`src/rtl/ldm_stm_sequencer_pkg.sv`:
```
// Shared constants for the LDM/STM block-transfer sequencer: addressing modes,
// architectural register indices and FSM state encodings.
package ldm_stm_sequencer_pkg;

  // Addressing modes encoded as {P, U}
  localparam logic [1:0] MODE_DA = 2'b00;
  localparam logic [1:0] MODE_IA = 2'b01;
  localparam logic [1:0] MODE_DB = 2'b10;
  localparam logic [1:0] MODE_IB = 2'b11;

  localparam logic [3:0] REG_LR = 4'd14;
  localparam logic [3:0] REG_PC = 4'd15;

  localparam logic [2:0] S_IDLE  = 3'd0;
  localparam logic [2:0] S_SETUP = 3'd1;
  localparam logic [2:0] S_XFER  = 3'd2;
  localparam logic [2:0] S_WB    = 3'd3;
  localparam logic [2:0] S_DONE  = 3'd4;

endpackage

```
`src/rtl/ldm_stm_sequencer_prio_enc16.sv`:
```
// 16-input priority encoder (prio_enc16): index of the lowest set bit plus an
// any-bit-set flag. Used to pick the next register of a block transfer.
module ldm_stm_sequencer_prio_enc16 (
  input  logic [15:0] vec,
  output logic [3:0]  idx,
  output logic        any
);

  // Scanning downwards lets the lowest set bit win the last assignment
  always_comb begin
    idx = '0;
    any = 1'b0;
    for (int i = 15; i >= 0; i--) begin
      if (vec[i]) begin
        idx = 4'(i);
        any = 1'b1;
      end
    end
  end

endmodule

```
`src/rtl/ldm_stm_sequencer.sv`:
```
// LDM/STM sequencer: walks a register list in ascending order, moving one word
// per memory handshake between the register bank and memory.
module ldm_stm_sequencer
  import ldm_stm_sequencer_pkg::*;
#(
  parameter int NREGS  = 16,
  parameter int DATA_W = 32
) (
  input  logic              clk,
  input  logic              reset,
  input  logic              start,
  input  logic              is_load,
  input  logic              pre_idx,
  input  logic              up,
  input  logic              wback,
  input  logic [3:0]        base_sel,
  input  logic [DATA_W-1:0] base_addr,
  input  logic [NREGS-1:0]  reg_list,
  output logic [3:0]        rb_read_sel,
  input  logic [DATA_W-1:0] rb_read_data,
  output logic              rb_write_en,
  output logic [3:0]        rb_write_sel,
  output logic [DATA_W-1:0] rb_write_data,
  output logic              mem_req,
  output logic              mem_we,
  output logic [DATA_W-1:0] mem_addr,
  output logic [DATA_W-1:0] mem_wdata,
  input  logic              mem_ack,
  input  logic [DATA_W-1:0] mem_rdata,
  output logic              busy,
  output logic              done
);

  localparam logic [DATA_W-1:0] ALIGN_MASK = {{(DATA_W-2){1'b1}}, 2'b00};
  localparam logic [DATA_W-1:0] WORD       = DATA_W'(4);

  logic [2:0]        state;
  logic [NREGS-1:0]  list_r;
  logic [DATA_W-1:0] addr_r;
  logic [DATA_W-1:0] base_r;
  logic [3:0]        base_sel_r;
  logic              is_load_r;
  logic              pre_r;
  logic              up_r;
  logic              wb_r;

  logic [3:0]        cur_idx;
  logic              list_any;
  logic [NREGS-1:0]  cur_mask;
  logic              last_reg;
  logic [4:0]        n_regs;
  logic [DATA_W-1:0] four_n;
  logic [DATA_W-1:0] start_addr;
  logic [DATA_W-1:0] new_base;

  ldm_stm_sequencer_prio_enc16 u_prio (
    .vec (list_r),
    .idx (cur_idx),
    .any (list_any)
  );

  assign cur_mask = NREGS'(1) << cur_idx;
  assign last_reg = ((list_r & ~cur_mask) == '0);

  always_comb begin
    n_regs = '0;
    for (int i = 0; i < NREGS; i++) begin
      n_regs = n_regs + 5'(list_r[i]);
    end
  end

  // Decrementing modes still transfer upwards, starting from the lowest word of the block
  always_comb begin
    four_n = DATA_W'(n_regs) << 2;
    case ({pre_r, up_r})
      MODE_IA: start_addr = base_r;
      MODE_IB: start_addr = base_r + WORD;
      MODE_DA: start_addr = base_r - four_n + WORD;
      default: start_addr = base_r - four_n;
    endcase
    start_addr = start_addr & ALIGN_MASK;
    new_base   = (up_r ? (base_r + four_n) : (base_r - four_n)) & ALIGN_MASK;
  end

  // base_r holds the sampled base until SETUP, then the written-back base
  always_ff @(posedge clk) begin
    if (reset) begin
      state      <= S_IDLE;
      list_r     <= '0;
      addr_r     <= '0;
      base_r     <= '0;
      base_sel_r <= '0;
      is_load_r  <= 1'b0;
      pre_r      <= 1'b0;
      up_r       <= 1'b0;
      wb_r       <= 1'b0;
    end else begin
      case (state)
        S_IDLE: begin
          if (start) begin
            list_r     <= reg_list;
            base_r     <= base_addr;
            base_sel_r <= base_sel;
            is_load_r  <= is_load;
            pre_r      <= pre_idx;
            up_r       <= up;
            wb_r       <= wback;
            state      <= S_SETUP;
          end
        end
        S_SETUP: begin
          addr_r <= start_addr;
          base_r <= new_base;
          wb_r   <= wb_r && !(is_load_r && list_r[base_sel_r]);
          state  <= list_any ? S_XFER : S_DONE;
        end
        S_XFER: begin
          if (mem_ack) begin
            list_r <= list_r & ~cur_mask;
            addr_r <= addr_r + WORD;
            if (last_reg) begin
              state <= wb_r ? S_WB : S_DONE;
            end
          end
        end
        S_WB:    state <= S_DONE;
        S_DONE:  state <= S_IDLE;
        default: state <= S_IDLE;
      endcase
    end
  end

  // Outputs decode from state; STM data and LDM writes pass through combinationally
  always_comb begin
    rb_read_sel   = '0;
    rb_write_en   = 1'b0;
    rb_write_sel  = '0;
    rb_write_data = '0;
    mem_req       = 1'b0;
    mem_we        = 1'b0;
    mem_addr      = '0;
    mem_wdata     = '0;
    busy          = 1'b0;
    done          = 1'b0;
    case (state)
      S_SETUP: busy = 1'b1;
      S_XFER: begin
        busy     = 1'b1;
        mem_req  = 1'b1;
        mem_addr = addr_r;
        mem_we   = !is_load_r;
        if (!is_load_r) begin
          rb_read_sel = cur_idx;
          mem_wdata   = rb_read_data;
        end else if (mem_ack) begin
          rb_write_en   = 1'b1;
          rb_write_sel  = cur_idx;
          rb_write_data = mem_rdata;
        end
      end
      S_WB: begin
        busy          = 1'b1;
        rb_write_en   = 1'b1;
        rb_write_sel  = base_sel_r;
        rb_write_data = base_r;
      end
      S_DONE:  done = 1'b1;
      default: ;
    endcase
  end

endmodule

```
`config.mk`:
```
export PLATFORM = sky130hd
export DESIGN_NAME = ldm_stm_sequencer
export DESIGN_NICKNAME = d
export VERILOG_FILES = /design/src/rtl/ldm_stm_sequencer_pkg.sv /design/src/rtl/ldm_stm_sequencer_prio_enc16.sv /design/src/rtl/ldm_stm_sequencer.sv
export SDC_FILE = /design/constraint.sdc
export NUM_CORES = 1
export LEC_CHECK = 0
export ABC_AREA = 1
export BUFFER_PORTS_ARGS = -buffer_cell sky130_fd_sc_hd__buf_2
export CAP_MARGIN = 20
export CELL_PAD_IN_SITES_DETAIL_PLACEMENT = 1
export CELL_PAD_IN_SITES_GLOBAL_PLACEMENT = 1
export CORE_AREA = 2 2 164 166
export CTS_CLUSTER_SIZE = 12
export DETAILED_ROUTE_END_ITERATION = 10
export DIE_AREA = 0 0 166 168
export PLACE_DENSITY = 0.92
export SLEW_MARGIN = 5
export SYNTH_ARGS = -nofsm -noshare
export SYNTH_HDL_FRONTEND = slang
export SYNTH_SLANG_ARGS = --single-unit
export TNS_END_PERCENT = 20
```
`constraint.sdc`:
```
create_clock -name clk -period 12 [get_ports clk]
set_clock_uncertainty 0.05 [all_clocks]
set_input_delay 0 -clock clk [delete_from_list [all_inputs] [get_ports clk]]
set_output_delay 0 -clock clk [all_outputs]
set_load 0.005 [all_outputs]
```
==> results of run 1 <==
[cell families (layout without fill, tap and decap cells)]
kind of cell | count (synthesis) | after routing | synth area share, %
compound gates | 427 | 427 | 25.1
xor+xnor | 44 | 44 | 4.22
fa+ha+maj | 33 | 33 | 5.11
buf+inv | 303 | 517 | 11.8
flops | 89 | 89 | 18.1
other cells | 1 | 2 | 0.0381
simple gates | 798 | 798 | 35.6
[layer usage]
metal  vias up  share of wire, %  GRT usage, %
met5         -                 0             0
met4         0               6.2          18.8
met3       192               5.3          4.18
met2       564                51          58.0
met1      6262                38          33.8
li1       6065                 -             -
[worst paths after layout]
kind                              to  slack [ns]  cells after the start
min           list_r[5]$_SDFFE_PP0P_        0.02                      3
max          addr_r[20]$_SDFFE_PP0P_        5.61                     26
min reg2reg   list_r[0]$_SDFFE_PP0P_        0.44                      2
max reg2reg  addr_r[20]$_SDFFE_PP0P_        5.61                     26
[area by class of cell]
class / count / area share, %
tap: 341 / 3.54
sequential: 89 / 14.8
timing repair buffer: 297 / 14.8
inverter: 204 / 6.36
multi-input combinational: 1304 / 57.4
clock inverter: 5 / 1.04
clock buffer: 11 / 2.10
[layout by cell type (no fill, tap or decap), types with 7 or more instances in the layout]
cell type,count
dlygate4sd3_1,52
dfxtp_1,89
inv_2,14
a21oi_1,136
nor3_1,25
xor2_1,39
nor4_1,10
a221oi_1,15
inv_1,182
clkinv_1,8
o21ai_1,12
nand2_1,362
a211oi_1,7
o21ai_0,158
ha_1,21
nand3_1,132
a31oi_1,15
nand2_2,9
o22ai_1,9
buf_2,230
nor2_1,193
o211ai_1,46
clkbuf_16,9
buf_4,15
nand4_1,28
nor2_2,14
fa_1,12
[tightest hold or removal path, delay by kind of cell]
| kind | cells | cell delay (ns) |
|---|---|---|
| buffers and inverters | 1 | 0.09 |
| AOI/OAI and AO/OA | 2 | 0.30 |
[sequential cells by signal, indices dropped and copies added (netlist names)]
signal      cells
base_r         32
addr_r         30
list_r         16
base_sel_r      4
state           3
is_load_r       1
pre_r           1
up_r            1
wb_r            1
[report_power, final]
group | switching [uW] | internal (uW) | leakage (uW) | total (uW)
sequential | 203 | 415 | 0.000734 | 618
combinational | 2300 | 1040 | 0.00455 | 3340
clock | 139 | 236 | 0.000186 | 375
[stage by stage]
stage / area, um2 / hold slack, ns
floorplan: 9850 / 0.0364
global placement: 11100 / 0.215
detailed placement: 11100 / 0.229
CTS: 12000 / 0.0124
global route: 12000 / 0.0627
finish: 12000 / 0.0209
==> impl_metrics.toml, run 1 <==
[outcome]
run_status = "completed"

[cells_and_area]
final_util_pct = 45.7
drive_above_1_share_pct = 17.2
n_antenna_cell = 0
synthToLayoutAreaGrowth_pct = 22.4
stdcell_count = 2251
nets = 2062
regArea_um2 = 1780
multi_input_area_um2 = 6910
num-fill-cells = 3687

[synth]
synth_area_per_cell_um2 = 5.81
ys_seq_elements = 89
ys_seq_area_share_pct = 18.1
synthFlopType = "dfxtp_1"
yosysTopAreaCell = "dfxtp_1"
ys_top_cells_by_area = "dfxtp_1 18%, nand2_1 14%, o21ai_0 8.0%, nor2_1 7.4%, inv_1 7.0%"
synth_cell_type_count = 57
ys_top_cells_by_count = "362 x nand2_1, 194 x nor2_1, 184 x inv_1, 158 x o21ai_0, 136 x a21oi_1"
async_flop_share_pct = 0
synth-edff-count = 0
synth.most_common_cell = "nand2_1"
synth_area_um2 = 9840
synthCells = 1695
synth_top_area_share_pct = 18.1
synth_warnings = 0

[grt]
antenna_found_initial = 0
grt_use_total_pct = 31.2
grt_max_degree = 74
grt_overflow = 0
grt_pass1_wl_um = 70900
grt_pass1_vias = 13600

[placed_design]
dpl.hpwl_um = 32000
numPortBuffers = 230
gp_congestion = 0.934
post-place-cells = 2183
place_ws_ns = 5.72

[run]
drv_cap = 0

[floorplan]
die_y_um = 168
initial_utilization_pct = 37.4
ios = 233
die_w_um = 166
row_count = 60
dieArea_um2 = 27900
core_um2 = 26400

[drt]
via_per_inst = 5.81
drtPass1Iterations = 5
wire_per_inst_um = 19.9
drt-total-wl_um = 44900
drc = 0
via_count = 13100
drtIter0Drc = 1046
ant_nets = 0

[cts]
post_cts_resized = 0
h-tree-depth = 3
hold_buffers = 52
clk_latency_ns = 0.37
cts_buffers = 9
cts-root-buf = "clkbuf_16"
post-cts-setup-buffers = 0
clkSinkCount = 89
cts_tree = "yes"
clk_pin_slew_worst_paths_ns = 0.07
clk_path_buf_depth = 2

[worst_setup_path]
cpMostUsedCell = "fa_1"
rr_startpoint = "list_r[11]$_SDFFE_PP0P_"
critical_path_class = "reg -> reg"
worstSetupEndpointType = "register"
setup.worst_path.start = "list_r[11]$_SDFFE_PP0P_"
startpoint_type = "register"
critPathSlowestCell = "fa_1"
cp_max_fo = 8
path_buf_inv = 4
crit_family = "adder cells"
cp.arrival_ns = 6.59
cp.required_ns = 12.20
slowest_delay_ns = 0.57

[min_path]
hp-class = "in -> reg"
min_from = "reg_list[5]"

[power]
leakage_uw = 0.00547
peakVddDrop_mv = 0.199
pwr_density_cell_nw_per_um2 = 360
p_total_uw = 4340

[timing]
fin_crit_ns = 6.39
slew_viol_final = 0
tightest_slew_ns = 0.989
min_period_over_period_pct = 53.2
max_freq_mhz = 157
setup_viol = 0
report.final.hold_viol_count = 0
grt_setup_unrepaired = "false"
slew_headroom_pct = 33.7
fin_ws_ns = 5.61
finalSetupTns_ns = 0
Power figures use the tool's default switching activity.
==> run 2: changes to the inputs <==
CORE_AREA = 2 2 174 176   (was 2 2 164 166)
DIE_AREA = 0 0 176 178   (was 0 0 166 168)
PLACE_DENSITY = 0.87   (was 0.92)
clock period = 5.55 ns   (was 12 ns; I/O delays follow)
==> run 2 against run 1 <==
The run now ends with negative setup slack left; critical endpoint is now addr_r[21]$_SDFFE_PP0P_; final area grew 14%; sequential share of layout area down 1.8 points; flip-flop and latch count did not move; routed wire length is 8.9% higher; register-to-register slack got worse by 6.0 ns; core utilization grew 1.1 points; highest routed layer unchanged; non-clock buffer count grew 139; fmax increased by 8.0%; largest cell class unchanged; worst setup slack got worse by 6.0 ns; critical path depth increased by 5; critical path type unchanged; via count is 4.5% higher.
==> impl_metrics.toml, run 2 (synthesized netlist as in run 1, its figures left out) <==
[placed_design]
post-place-cells = 2343
placed_area_um2 = 12100
numPortBuffers = 230
dpl.hpwl_um = 34400
gp_congestion = 0.945

[cells_and_area]
final_area_um2 = 13800
num-fill-cells = 3969
regArea_um2 = 1790
multi_input_area_um2 = 7490
largest_register = "base_r"
largest_reg_flops = 32
n_antenna_cell = 0
synthToLayoutAreaGrowth_pct = 39.8
drive_above_1_share_pct = 28.3
stdcell_count = 2439
layout_common_cells = "333 x nand2_1, 230 x buf_2, 173 x nor2_1"
reg_top3 = "base_r x32, addr_r x30, list_r x16"
final_common_cell = "nand2_1"
nets = 2201

[drt]
via_per_inst = 5.61
drc = 0
ant_nets = 0
drtPass1Iterations = 5
via_count = 13700
wire_per_inst_um = 20.0
drt-total-wl_um = 48900
drtIter0Drc = 1070

[worst_setup_path]
cp_max_fo = 3
worstSetupEndpointType = "register"
cp.required_ns = 5.75
startpoint_type = "register"
critPathSlowestCell = "fa_1"
cp.arrival_ns = 6.11
ff2ff_setup_slack_ns = -0.36
slowest_delay_ns = 0.57
rr_startpoint = "list_r[15]$_SDFFE_PP0P_"
r2r_cells = 31
critical_path_class = "reg -> reg"
reg2reg_to = "addr_r[21]$_SDFFE_PP0P_"
cpMostUsedCell = "nand2_2"
cp-endpoint = "addr_r[21]$_SDFFE_PP0P_"
setup.worst_path.start = "list_r[15]$_SDFFE_PP0P_"

[grt]
grt_max_degree = 64
grt_use_total_pct = 29.3
grt_pass1_wl_um = 72700
grt_pass1_vias = 14000
antenna_found_initial = 0
grt_overflow = 0

[cts]
cts_buffers = 9
h-tree-depth = 3
clk_path_buf_depth = 2
clk_latency_ns = 0.37
cts-root-buf = "clkbuf_16"
cts_tree = "yes"
clkSinkCount = 89
clk_pin_slew_worst_paths_ns = 0.07

[timing]
setup_viol = 42
report.final.hold_viol_count = 0
grt_setup_unrepaired = "true"
fin_ws_ns = -0.363
slew_viol_final = 0
min_period_over_period_pct = 107
fin_crit_ns = 5.91
max_freq_mhz = 169
tightest_slew_ns = 1.02
slew_headroom_pct = 31.6

[floorplan]
die_y_um = 178
ios = 233
core_um2 = 29400
row_count = 63
initial_utilization_pct = 33.5
die_w_um = 176
dieArea_um2 = 31300

[run]
drv_cap = 0

[outcome]
violations = "negative setup slack"
run_status = "finished with violations"

[min_path]
hp-class = "in -> reg"
min_from = "base_addr[17]"
-- run 2: cell count changes in the layout (fill, tap and decap cells not counted), moves of 12 or more --
cell     before  now
o21ai_0     158  146
nand2_2       9   31
buf_4        15  149
nor2_1      193  173
nor2_4        5   20
nand2_1     362  333
inv_1       182  170
-- run 2: per-stage QoR --
stage	utilization [%]	hold WS, ns	setup TNS (ns)	worst slack, ns
2_1_floorplan	-	0.0364	0	0.0691
3_3_place_gp	41.0	0.217	-7.40	-0.332
3_5_place_dp	41.0	0.227	-16.42	-0.543
4_1_cts	45.0	0.0199	-4.54	-0.235
5_1_grt	46.8	0.0387	-19.18	-0.631
6_report	46.8	0.0315	-8.35	-0.363
-- run 2: what timing repair did --
item,in CTS,in global routing
gates cloned,0,0
resized for setup,65,99
setup endpoints to repair,44,45
endpoints found under the hold margin,52,0
buffers inserted,11,16
hold buffers,52,0
pin swaps,23,40
-- run 2: routing by layer --
layer	vias up	track usage, %	wire, um
li1	6329	-	-
met1	6623	31.0	18300
met2	557	55.8	25400
met3	167	3.77	2430
met4	0	16.5	2740
met5	-	0	0
-- run 2: final cells by class --
cell class / count / area share, %
well taps: 390 / 3.55
multi-input cells: 1304 / 54.4
clock buffers: 10 / 1.66
flip-flops and latches: 89 / 13.0
repair buffers: 436 / 20.9
inverters: 204 / 5.58
clock inverters: 6 / 0.946
-- run 2: worst max-delay path, delay by kind of cell (launching register included) --
kind / cells / cell delay, ns
adder cells (fa/ha/maj): 7 / 2.92
AND/OR/NAND/NOR: 14 / 1.49
buffers and inverters: 6 / 0.53
AO/OA/AOI/OAI: 4 / 0.43
flip-flops: 1 / 0.37
-- run 2: worst min path at each step --
stage / slack, ns / to / cells after the start
after floorplan: 0.04 / mem_wdata[0] / 2
after global placement: 0.22 / base_r[11]$_SDFFE_PP0P_ / 3
after detailed placement: 0.23 / wb_r$_SDFFE_PP0P_ / 3
after CTS: 0.02 / base_r[31]$_SDFFE_PP0P_ / 3
after global routing: 0.04 / base_r[17]$_SDFFE_PP0P_ / 3
final: 0.03 / base_r[17]$_SDFFE_PP0P_ / 3
Power of run 2 is left out: the tool's default activity adds up to more than one toggle a clock period on the data nets, which glitch-free logic cannot reach.
